## config.mk

```make
export PLATFORM = sky130hd
export DESIGN_NAME = drv_ad56x3_spi
export DESIGN_NICKNAME = d
export VERILOG_FILES = /design/src/rtl/drv_ad56x3_spi.sv
export SDC_FILE = /design/constraint.sdc
export NUM_CORES = 1
export LEC_CHECK = 0
export CAP_MARGIN = 0
export CORE_MARGIN = 2
export CORE_UTILIZATION = 30
export DETAILED_ROUTE_END_ITERATION = 6
export GPL_ROUTABILITY_DRIVEN = 0
export PLACE_DENSITY_LB_ADDON = 0.2
export SYNTH_ARGS = -nofsm -noshare
export SYNTH_HDL_FRONTEND = slang
export SYNTH_SLANG_ARGS = --single-unit
```

## constraint.sdc

```tcl
create_clock -name clk -period 1.8 [get_ports clk]
set_input_delay 0.36 -clock clk [delete_from_list [all_inputs] [get_ports clk]]
set_output_delay 0.36 -clock clk [all_outputs]
set_load 0.01 [all_outputs]
```

## src/rtl/drv_ad56x3_spi.sv

```systemverilog
// drv_ad56x3_spi
// Two-channel Avalon-ST sink that serialises signed DAC samples into 24-bit
// SPI write frames for an AD56x3 dual DAC. Each channel has a one-entry
// holding buffer. A round-robin frame engine drives SCLK, SYNC and DIN.
//
// Ports:
//   clk        system clock
//   reset_n    asynchronous reset, active-low
//   valid0/1   channel sample valid (0 = DAC A, 1 = DAC B)
//   data0/1    channel signed sample, DATA_WIDTH bits
//   rdy0/1     channel ready (buffer empty)
//   dacSclk    SPI clock, idles high
//   dacSyncN   frame select, active-low
//   dacDin     serial data, MSB first
//   busy       high from frame load through the end of the SYNC gap
//   frameDone  one-cycle pulse after the last bit of each frame
module drv_ad56x3_spi #(
    parameter int DATA_WIDTH = 14,
    parameter int SCLK_HALF  = 2,
    parameter int SYNC_GAP   = 4
) (
    input  logic                         clk,
    input  logic                         reset_n,
    input  logic                         valid0,
    input  logic signed [DATA_WIDTH-1:0] data0,
    output logic                         rdy0,
    input  logic                         valid1,
    input  logic signed [DATA_WIDTH-1:0] data1,
    output logic                         rdy1,
    output logic                         dacSclk,
    output logic                         dacSyncN,
    output logic                         dacDin,
    output logic                         busy,
    output logic                         frameDone
);

    localparam int DIV_W = $clog2(2 * SCLK_HALF) + 1;
    localparam int GAP_W = $clog2(SYNC_GAP) + 1;
    localparam logic [DIV_W-1:0] DIV_LAST = DIV_W'(2 * SCLK_HALF - 1);
    localparam logic [DIV_W-1:0] DIV_HALF = DIV_W'(SCLK_HALF);
    localparam logic [GAP_W-1:0] GAP_LAST = GAP_W'(SYNC_GAP - 1);
    localparam logic [4:0]       BIT_LAST = 5'd23;

    typedef enum logic [1:0] {IDLE, LOAD, SHIFT, GAP} state_t;

    // Signed to offset binary (flip MSB), left-aligned in 16 bits.
    function automatic logic [15:0] to_offset16(input logic signed [DATA_WIDTH-1:0] s);
        logic [15:0] r;
        r = '0;
        r[15 -: DATA_WIDTH] = s;
        r[15] = ~r[15];
        return r;
    endfunction

    state_t                  state_q;
    logic                    rr_q;
    logic [4:0]              bit_q;
    logic [DIV_W-1:0]        div_q;
    logic [GAP_W-1:0]        gap_q;
    logic                    sclk_q, sync_q, din_q, busy_q, done_q;
    logic [22:0]             sreg_q;
    logic                    full0_q, full0_d, full1_q, full1_d;
    logic signed [DATA_WIDTH-1:0] buf0_q, buf0_d, buf1_q, buf1_d;

    logic                    acc0, acc1, clr0, clr1;
    logic                    gap_end, start, pick1, shift_adv;
    logic [DIV_W-1:0]        div_inc;
    logic [23:0]             frame_w;

    assign rdy0 = ~full0_q;
    assign rdy1 = ~full1_q;
    assign acc0 = valid0 & ~full0_q;
    assign acc1 = valid1 & ~full1_q;

    // A new frame may start from IDLE or straight out of the last GAP cycle,
    // so back-to-back frames keep SYNC high for exactly SYNC_GAP cycles.
    assign gap_end = (state_q == GAP) && (gap_q == GAP_LAST);
    assign start   = ((state_q == IDLE) || gap_end) && (full0_q || full1_q);
    // rr_q = 1 means channel 1 has priority when both buffers are full.
    assign pick1   = full1_q && (!full0_q || rr_q);
    assign clr0    = start & ~pick1;
    assign clr1    = start & pick1;
    assign frame_w = {2'b00, 3'b011, 2'b00, pick1, to_offset16(pick1 ? buf1_q : buf0_q)};

    assign div_inc   = div_q + DIV_W'(1);
    assign shift_adv = (state_q == SHIFT) && (div_q == DIV_LAST) && (bit_q != BIT_LAST);

    // A full buffer is only released by a load, and a load only clears a
    // full buffer, so accept and clear never collide on one edge.
    always_comb begin
        full0_d = full0_q;
        full1_d = full1_q;
        buf0_d  = buf0_q;
        buf1_d  = buf1_q;
        if (clr0) full0_d = 1'b0;
        if (clr1) full1_d = 1'b0;
        if (acc0) begin
            full0_d = 1'b1;
            buf0_d  = data0;
        end
        if (acc1) begin
            full1_d = 1'b1;
            buf1_d  = data1;
        end
    end

    always_ff @(posedge clk or negedge reset_n) begin
        if (!reset_n) begin
            full0_q <= 1'b0;
            full1_q <= 1'b0;
        end else begin
            full0_q <= full0_d;
            full1_q <= full1_d;
        end
    end

    // Sample and shift storage carry no reset; the full flags and FSM gate them.
    always_ff @(posedge clk) begin
        buf0_q <= buf0_d;
        buf1_q <= buf1_d;
        if (start)
            sreg_q <= frame_w[22:0];
        else if (shift_adv)
            sreg_q <= {sreg_q[21:0], 1'b0};
    end

    // Frame engine. The LOAD cycle already presents SYNC low and bit 23 with
    // SCLK high; each SHIFT bit then spends SCLK_HALF cycles high and
    // SCLK_HALF cycles low, DIN advancing when SCLK returns high.
    always_ff @(posedge clk or negedge reset_n) begin
        if (!reset_n) begin
            state_q <= IDLE;
            rr_q    <= 1'b0;
            bit_q   <= '0;
            div_q   <= '0;
            gap_q   <= '0;
            sclk_q  <= 1'b1;
            sync_q  <= 1'b1;
            din_q   <= 1'b0;
            busy_q  <= 1'b0;
            done_q  <= 1'b0;
        end else begin
            done_q <= 1'b0;
            if (start) begin
                state_q <= LOAD;
                rr_q    <= ~pick1;
                sclk_q  <= 1'b1;
                sync_q  <= 1'b0;
                busy_q  <= 1'b1;
                din_q   <= frame_w[23];
            end else begin
                case (state_q)
                    IDLE: begin
                    end
                    LOAD: begin
                        state_q <= SHIFT;
                        div_q   <= '0;
                        bit_q   <= '0;
                    end
                    SHIFT: begin
                        if (div_q == DIV_LAST) begin
                            div_q  <= '0;
                            sclk_q <= 1'b1;
                            if (bit_q == BIT_LAST) begin
                                sync_q  <= 1'b1;
                                done_q  <= 1'b1;
                                gap_q   <= '0;
                                state_q <= GAP;
                            end else begin
                                bit_q <= bit_q + 5'd1;
                                din_q <= sreg_q[22];
                            end
                        end else begin
                            div_q  <= div_inc;
                            sclk_q <= (div_inc < DIV_HALF);
                        end
                    end
                    GAP: begin
                        if (gap_end) begin
                            busy_q  <= 1'b0;
                            state_q <= IDLE;
                        end else begin
                            gap_q <= gap_q + GAP_W'(1);
                        end
                    end
                    default: state_q <= IDLE;
                endcase
            end
        end
    end

    assign dacSclk   = sclk_q;
    assign dacSyncN  = sync_q;
    assign dacDin    = din_q;
    assign busy      = busy_q;
    assign frameDone = done_q;

endmodule

```

==> results.json, run 1 <==
{
  "start_util_pct": 30.5,
  "synthFlopType": "edfxtp_1",
  "p_switching_uw": 1970,
  "area_growth_pct": 34.2,
  "syn-cell-area_mm2": 0.00292,
  "tns_ns": -0.0689,
  "relSlewSlack_pct": 68.2,
  "worstHoldPathType": "input pin to async pin",
  "period_needed_ns": 1.82,
  "post-route-period-util_pct": 101,
  "grt-ovfl-total": 0,
  "num_vias": 2007,
  "fin_area_mm2": 0.00393,
  "grt_pass1_vias": 2096,
  "grt_first_pass_wirelength_um": 9990,
  "path_clk_slew_ns": 0.08,
  "end_kind": "register",
  "antenna_found_initial": 0,
  "core_area_mm2": 0.00959,
  "row_count": 36,
  "ys_warn_count": 0,
  "drc": 0,
  "seq_area_frac_synth_pct": 66.3,
  "routedWlPerCell_um": 13.6,
  "drt_iter0_markers": 101,
  "cp.required_ns": 1.90,
  "ys_ff_latch": 70,
  "cts_sinks": 70,
  "ant_nets": 0,
  "peakVddDrop_mv": 0.467,
  "cts_tree": "done",
  "post-place-ws_ns": -0.126,
  "async_flop_share_pct": 30.0,
  "die-area_mm2": 0.0106,
  "internal_power_uw": 3790,
  "drv_cap": 0,
  "regArea_mm2": 0.00194,
  "clock.fmax_mhz": 549,
  "finalHoldViolations": 0,
  "crit_arrival_ns": 1.92,
  "htree_levels": 3,
  "dp_hpwl_um": 4030,
  "nFillCells": 933,
  "io_pins": 39,
  "port_buffers": 38,
  "drv_slew": 0,
  "crit_path_start_kind": "register",
  "placed_cell_area_mm2": 0.00364,
  "hold_slack_ns": 0.356,
  "cts_buffers": 9,
  "switching_share_pct": 34.2,
  "nNetsFinal": 341,
  "dieWidth_um": 103,
  "syn-instance-count": 226,
  "leakage_uw": 0.00157,
  "syn_avg_cell_area_um2": 12.9,
  "p_comb_share_pct": 37.6,
  "ctsHoldBuffers": 0,
  "worst_pin_slew_ns": 0.474,
  "die_y_um": 103,
  "violations": "negative setup slack",
  "layout_setup_ws_ns": -0.0220,
  "outcome": "finished, violations left",
  "drive_gt1_share_pct": 21.1,
  "num_antenna_cells": 0,
  "clock_skew_ns": 0.00706,
  "grt_use_total_pct": 12.6,
  "p_clk_share_pct": 20.7,
  "setup_violations": 5,
  "cp_max_fo": 8,
  "firstDrtPassIters": 7,
  "clk_latency_ns": 0.35,
  "multi_input_comb_area_um2": 902,
  "seqPwrFrac_pct": 41.8,
  "cts_root_buf": "clkbuf_8",
  "synth_nets": 268,
  "via_per_inst": 4.59,
  "crit_type": "register to register",
  "synth_edf_count": 43,
  "ys_types": 45,
  "power_uw": 5760,
  "grt_max_degree": 22,
  "clk_path_buf_depth": 2,
  "drt_wl_total_um": 5930,
  "p_per_area_mw_per_mm2": 1470,
  "rsz0062_at_grt": "true"
}
[power by group through the flow]
stage / Sequential (µW) / Combinational (µW) / Clock (µW)
finish: 2400 / 2160 / 1190
global route: 2440 / 2420 / 1320
CTS: 2410 / 2160 / 1240
detailed placement: 2440 / 2000 / 0
global placement: 2440 / 1970 / 0
floorplan: 2390 / 1240 / 0
[through the flow]
stage          std cells  utilization (%)
6_report             437             40.9
5_1_grt              437             40.9
4_1_cts              435             40.7
3_5_place_dp         413             37.9
3_3_place_gp         413             37.9
2_1_floorplan        226                -
[repair_timing]
| item | 4_1_cts | 5_1_grt |
|---|---|---|
| setup buffers | 5 | 2 |
| pin swaps | 9 | 1 |
| resized for setup | 6 | 5 |
| cloned | 1 | 0 |
| endpoints found under the setup margin | 19 | 19 |
[layout by cell type, fill, tap and decap left out, types with 3 or more instances in the layout]
| cell | count |
|---|---|
| a21o_1 | 3 |
| a21oi_1 | 7 |
| a222oi_1 | 12 |
| buf_4 | 29 |
| clkbuf_8 | 9 |
| clkdlybuf4s50_1 | 35 |
| dfrtp_1 | 17 |
| dfxtp_1 | 6 |
| edfxtp_1 | 43 |
| ha_1 | 7 |
| inv_1 | 22 |
| inv_6 | 3 |
| nand2_1 | 25 |
| nand2b_1 | 5 |
| nand3_1 | 5 |
| nor2_1 | 9 |
| nor2b_1 | 3 |
| nor3_1 | 3 |
| o21ai_0 | 7 |
| o21ai_1 | 3 |
[registers in the layout, summed over array words and instances (netlist names), 2 cells and up]
signal   count
state_q      2
sreg_q      21
bit_q        5
gap_q        3
div_q        3
buf1_q      14
buf0_q      14
[final timing paths]
| path | from | end | slack, ns | cells after the start |
|---|---|---|---|---|
| max reg2reg | gap_q[1]$_DFFE_PN0P_ | sreg_q[5]$_DFFE_PP_ | -0.02 | 6 |
| min reg2reg | sreg_q[22]$_SDFFE_PP0P_ | dacDin$_DFFE_PN0P_ | 0.46 | 2 |
| max in group asynchronous | reset_n | dacSyncN$_DFFE_PN1P_ | 1.16 | 2 |
| max | gap_q[1]$_DFFE_PN0P_ | sreg_q[5]$_DFFE_PP_ | -0.02 | 6 |
| min | reset_n | div_q[0]$_DFFE_PN0P_ | 0.36 | 2 |
| min in group clk | sreg_q[22]$_SDFFE_PP0P_ | dacDin$_DFFE_PN0P_ | 0.46 | 2 |
[synth_stat cells (all sizes together), types with 2 or more instances]
cell     number  area, µm²
nor2          9       33.8
a21o          4       30.0
a222oi       12        120
o211a         2       27.5
nand3         6       35.0
dfxtp         6        120
and3          2       12.5
nor3          3       15.0
nand4b        2       17.5
ha           10        125
dfrtp        19        475
edfxtp       43       1290
a31oi         2       12.5
dfstp         2       52.6
nand2        26       97.6
a211oi        2       27.5
o211ai        2       15.0
a211o         2       17.5
o2bb2ai       2       17.5
a21oi         8       43.8
o21ai        11       55.1
buf           7       41.3
nor2b         3       18.8
inv          23       86.3
nand2b        5       31.3
[area by class of cell]
cell class              count  area share [%]
well taps                 133            4.24
flip-flops and latches     70            49.5
inverters                  23            2.20
clock inverters             7            1.59
repair buffers             69            16.4
multi-input cells         126            23.0
clock buffers               9            3.16
[logic make-up (layout without fill, tap and decap cells)]
| family | Yosys count | in the layout | share of synthesized area [%] |
|---|---|---|---|
| mux | 1 | 1 | 0.342 |
| fa+ha+maj | 10 | 10 | 4.28 |
| simple gates | 61 | 61 | 10.3 |
| compound gates | 53 | 54 | 14.3 |
| buf+inv | 31 | 108 | 4.49 |
| flops | 70 | 70 | 66.3 |
[per-layer routing]
metal  track usage (%)  vias up  share of wire, %
li1                  -      985                 -
met1              16.1      972                47
met2              20.2       48                48
met3              4.14        2               4.4
met4              4.51        0              0.46
met5                 0        -                 0
[critical path: stages (launching register included)]
cell      delay (ns)
dfrtp_1         0.39
ha_2            0.20
ha_4            0.17
a21o_4          0.22
o211a_4         0.18
a222oi_1        0.33
inv_1           0.08
Power figures use the tool's default switching activity.
==> run 2: changes to the inputs <==
--- a/config.mk
+++ b/config.mk
@@ -5,7 +5,7 @@
 export SDC_FILE = /design/constraint.sdc
 export NUM_CORES = 1
 export LEC_CHECK = 0
-export CAP_MARGIN = 0
+export CAP_MARGIN = 20
 export CORE_MARGIN = 2
 export CORE_UTILIZATION = 30
 export DETAILED_ROUTE_END_ITERATION = 6
==> results of run 2 <==
Same layout as run 1: the final DEF is identical, and so are final timing and power.
==> run 3: changes to the inputs <==
==> constraint.sdc (replaced) <==
create_clock -name clk -period 1.63 [get_ports clk]
set_input_delay 0.326 -clock clk [delete_from_list [all_inputs] [get_ports clk]]
set_output_delay 0.326 -clock clk [all_outputs]
set_load 0.01 [all_outputs]
==> run 3 against run 2 <==
  * The run still ends with negative setup slack left
  * Sequential power is 10% higher
  * Core utilization is 1.7 points higher
  * Die area stayed put
  * Clock power is 17% higher
  * Maximum frequency is 0.34% lower
  * Hold slack worse by 0.038 ns
  * Clock skew is 0.0080 ns higher
  * Critical path depth stayed put
  * Critical endpoint is now sreg_q[12]$_DFFE_PP_
  * Largest cell class unchanged
  * Highest routed layer unchanged
==> results.json, run 3 (same netlist as run 1, synthesis figures left out) <==
{
  "area_growth_pct": 39.8,
  "nFillCells": 930,
  "startpoint": "gap_q[1]$_DFFE_PN0P_",
  "io_pins": 39,
  "p_per_area_mw_per_mm2": 1630,
  "num_antenna_cells": 0,
  "period_needed_ns": 1.83,
  "firstDrtPassIters": 4,
  "cts_root_buf": "clkbuf_8",
  "hold_slack_ns": 0.319,
  "via_per_inst": 4.61,
  "final_common_cell": "edfxtp_1",
  "grt_first_pass_wirelength_um": 9850,
  "routedWlPerCell_um": 14.0,
  "rsz0062_at_grt": "true",
  "reg2reg_depth": 6,
  "dieWidth_um": 103,
  "core_area_mm2": 0.00959,
  "cts_buffers": 9,
  "regMostFlops": "sreg_q",
  "clk_latency_ns": 0.36,
  "rrSetupSlack_ns": -0.20,
  "start_util_pct": 30.5,
  "cp.required_ns": 1.74,
  "dp_hpwl_um": 4250,
  "r2r-end": "sreg_q[12]$_DFFE_PP_",
  "num_vias": 2054,
  "drt_wl_total_um": 6260,
  "drv_cap": 0,
  "fin_area_mm2": 0.00409,
  "ant_nets": 0,
  "worstHoldPathType": "input pin to async pin",
  "path_clk_slew_ns": 0.09,
  "drv_slew": 0,
  "crit_type": "register to register",
  "mostFrequentLayoutCells": "43 x edfxtp_1, 34 x clkdlybuf4s50_1, 34 x buf_4",
  "row_count": 36,
  "outcome": "finished, violations left",
  "largest_reg_flops": 21,
  "port_buffers": 38,
  "leakage_uw": 0.00164,
  "cts_sinks": 70,
  "relSlewSlack_pct": 72.1,
  "clk_path_buf_depth": 2,
  "setup_violations": 35,
  "largestRegisters": "sreg_q x21, buf0_q x14, buf1_q x14",
  "drive_gt1_share_pct": 25.2,
  "layout_setup_ws_ns": -0.198,
  "grt_max_degree": 22,
  "clock_skew_ns": 0.0150,
  "crit_arrival_ns": 1.94,
  "cts_tree": "done",
  "worst_pin_slew_ns": 0.416,
  "finalHoldViolations": 0,
  "placed_cell_area_mm2": 0.00375,
  "grt_pass1_vias": 2055,
  "peakVddDrop_mv": 0.644,
  "r2r_start": "gap_q[1]$_DFFE_PN0P_",
  "cp_max_fo": 8,
  "drt_iter0_markers": 99,
  "die_y_um": 103,
  "grt_use_total_pct": 12.5,
  "crit_path_start_kind": "register",
  "utilization_pct": 42.6,
  "clock.fmax_mhz": 547,
  "htree_levels": 3,
  "die-area_mm2": 0.0106,
  "end_kind": "register",
  "violations": "negative setup slack",
  "antenna_found_initial": 0,
  "grt-ovfl-total": 0,
  "nNetsFinal": 350,
  "drc": 0,
  "post-route-period-util_pct": 112
}
run 3: cell count changes in the layout (fill, tap and decap cells not counted), moves of 3 or more:
| cell | previous run | this run |
|---|---|---|
| ha_4 | 1 | 4 |
| dlygate4sd2_1 | 1 | 4 |
| buf_6 | 0 | 3 |
| ha_1 | 7 | 4 |
| buf_4 | 29 | 34 |
run 3: routing by layer:
layer	vias to the layer above	part of all wire [%]	track usage (%)
li1	1006	-	-
met1	986	43	15.6
met2	55	50	20.1
met3	7	6.3	4.81
met4	0	1.1	4.21
met5	-	0	0
run 3: timing repair:
action / in CTS / in global routing
resized for setup: 9 / 18
buffers inserted: 2 / 4
gates cloned: 0 / 1
hold buffers: 0 / 0
pin swaps: 2 / 10
setup endpoints to repair: 50 / 46
run 3: worst max-delay path by stage:
stage	to	slack (ns)	cells after the start
final	sreg_q[12]$_DFFE_PP_	-0.20	6
after global routing	sreg_q[7]$_DFFE_PP_	-0.30	6
after CTS	sreg_q[7]$_DFFE_PP_	-0.21	6
after detailed placement	sreg_q[9]$_DFFE_PP_	-0.22	6
after global placement	sreg_q[14]$_DFFE_PP_	-0.16	6
after floorplan	sreg_q[12]$_DFFE_PP_	-0.16	7
run 3: critical path, cell delays in order (launching register included):
cell      delay, ns
dfrtp_1        0.40
ha_2           0.21
ha_4           0.17
a21o_1         0.20
o211a_4        0.19
a222oi_1       0.34
inv_1          0.08
run 3: report_power, final:
| group | leakage, µW | total (µW) | internal (µW) | switching [µW] |
|---|---|---|---|---|
| sequential | 0.000708 | 2650 | 2450 | 196 |
| combinational | 0.000830 | 2610 | 1290 | 1320 |
| clock | 0.000101 | 1390 | 605 | 786 |
| total | 0.00164 | 6650 | 4350 | 2310 |
run 3: final cells by class:
| cell class | instances | area, µm² | area share, % |
|---|---|---|---|
| Timing Repair Buffer | 78 | 724 | 17.7 |
| Tap cell | 133 | 166 | 4.07 |
| Clock inverter | 7 | 73.8 | 1.81 |
| Multi-Input combinational cell | 126 | 971 | 23.8 |
| Inverter | 23 | 86.3 | 2.11 |
| Sequential cell | 70 | 1940 | 47.5 |
| Clock buffer | 9 | 124 | 3.03 |
run 3: per-stage QoR:
step,setup TNS [ns],total power [µW],setup WS [ns],std cells
3_5_place_dp,-5.23,5030,-0.222,423
2_1_floorplan,-1.87,4040,-0.160,226
5_1_grt,-5.94,7100,-0.298,446
3_3_place_gp,-4.08,4980,-0.159,423
6_report,-3.33,6650,-0.198,446
4_1_cts,-5.28,6460,-0.212,441
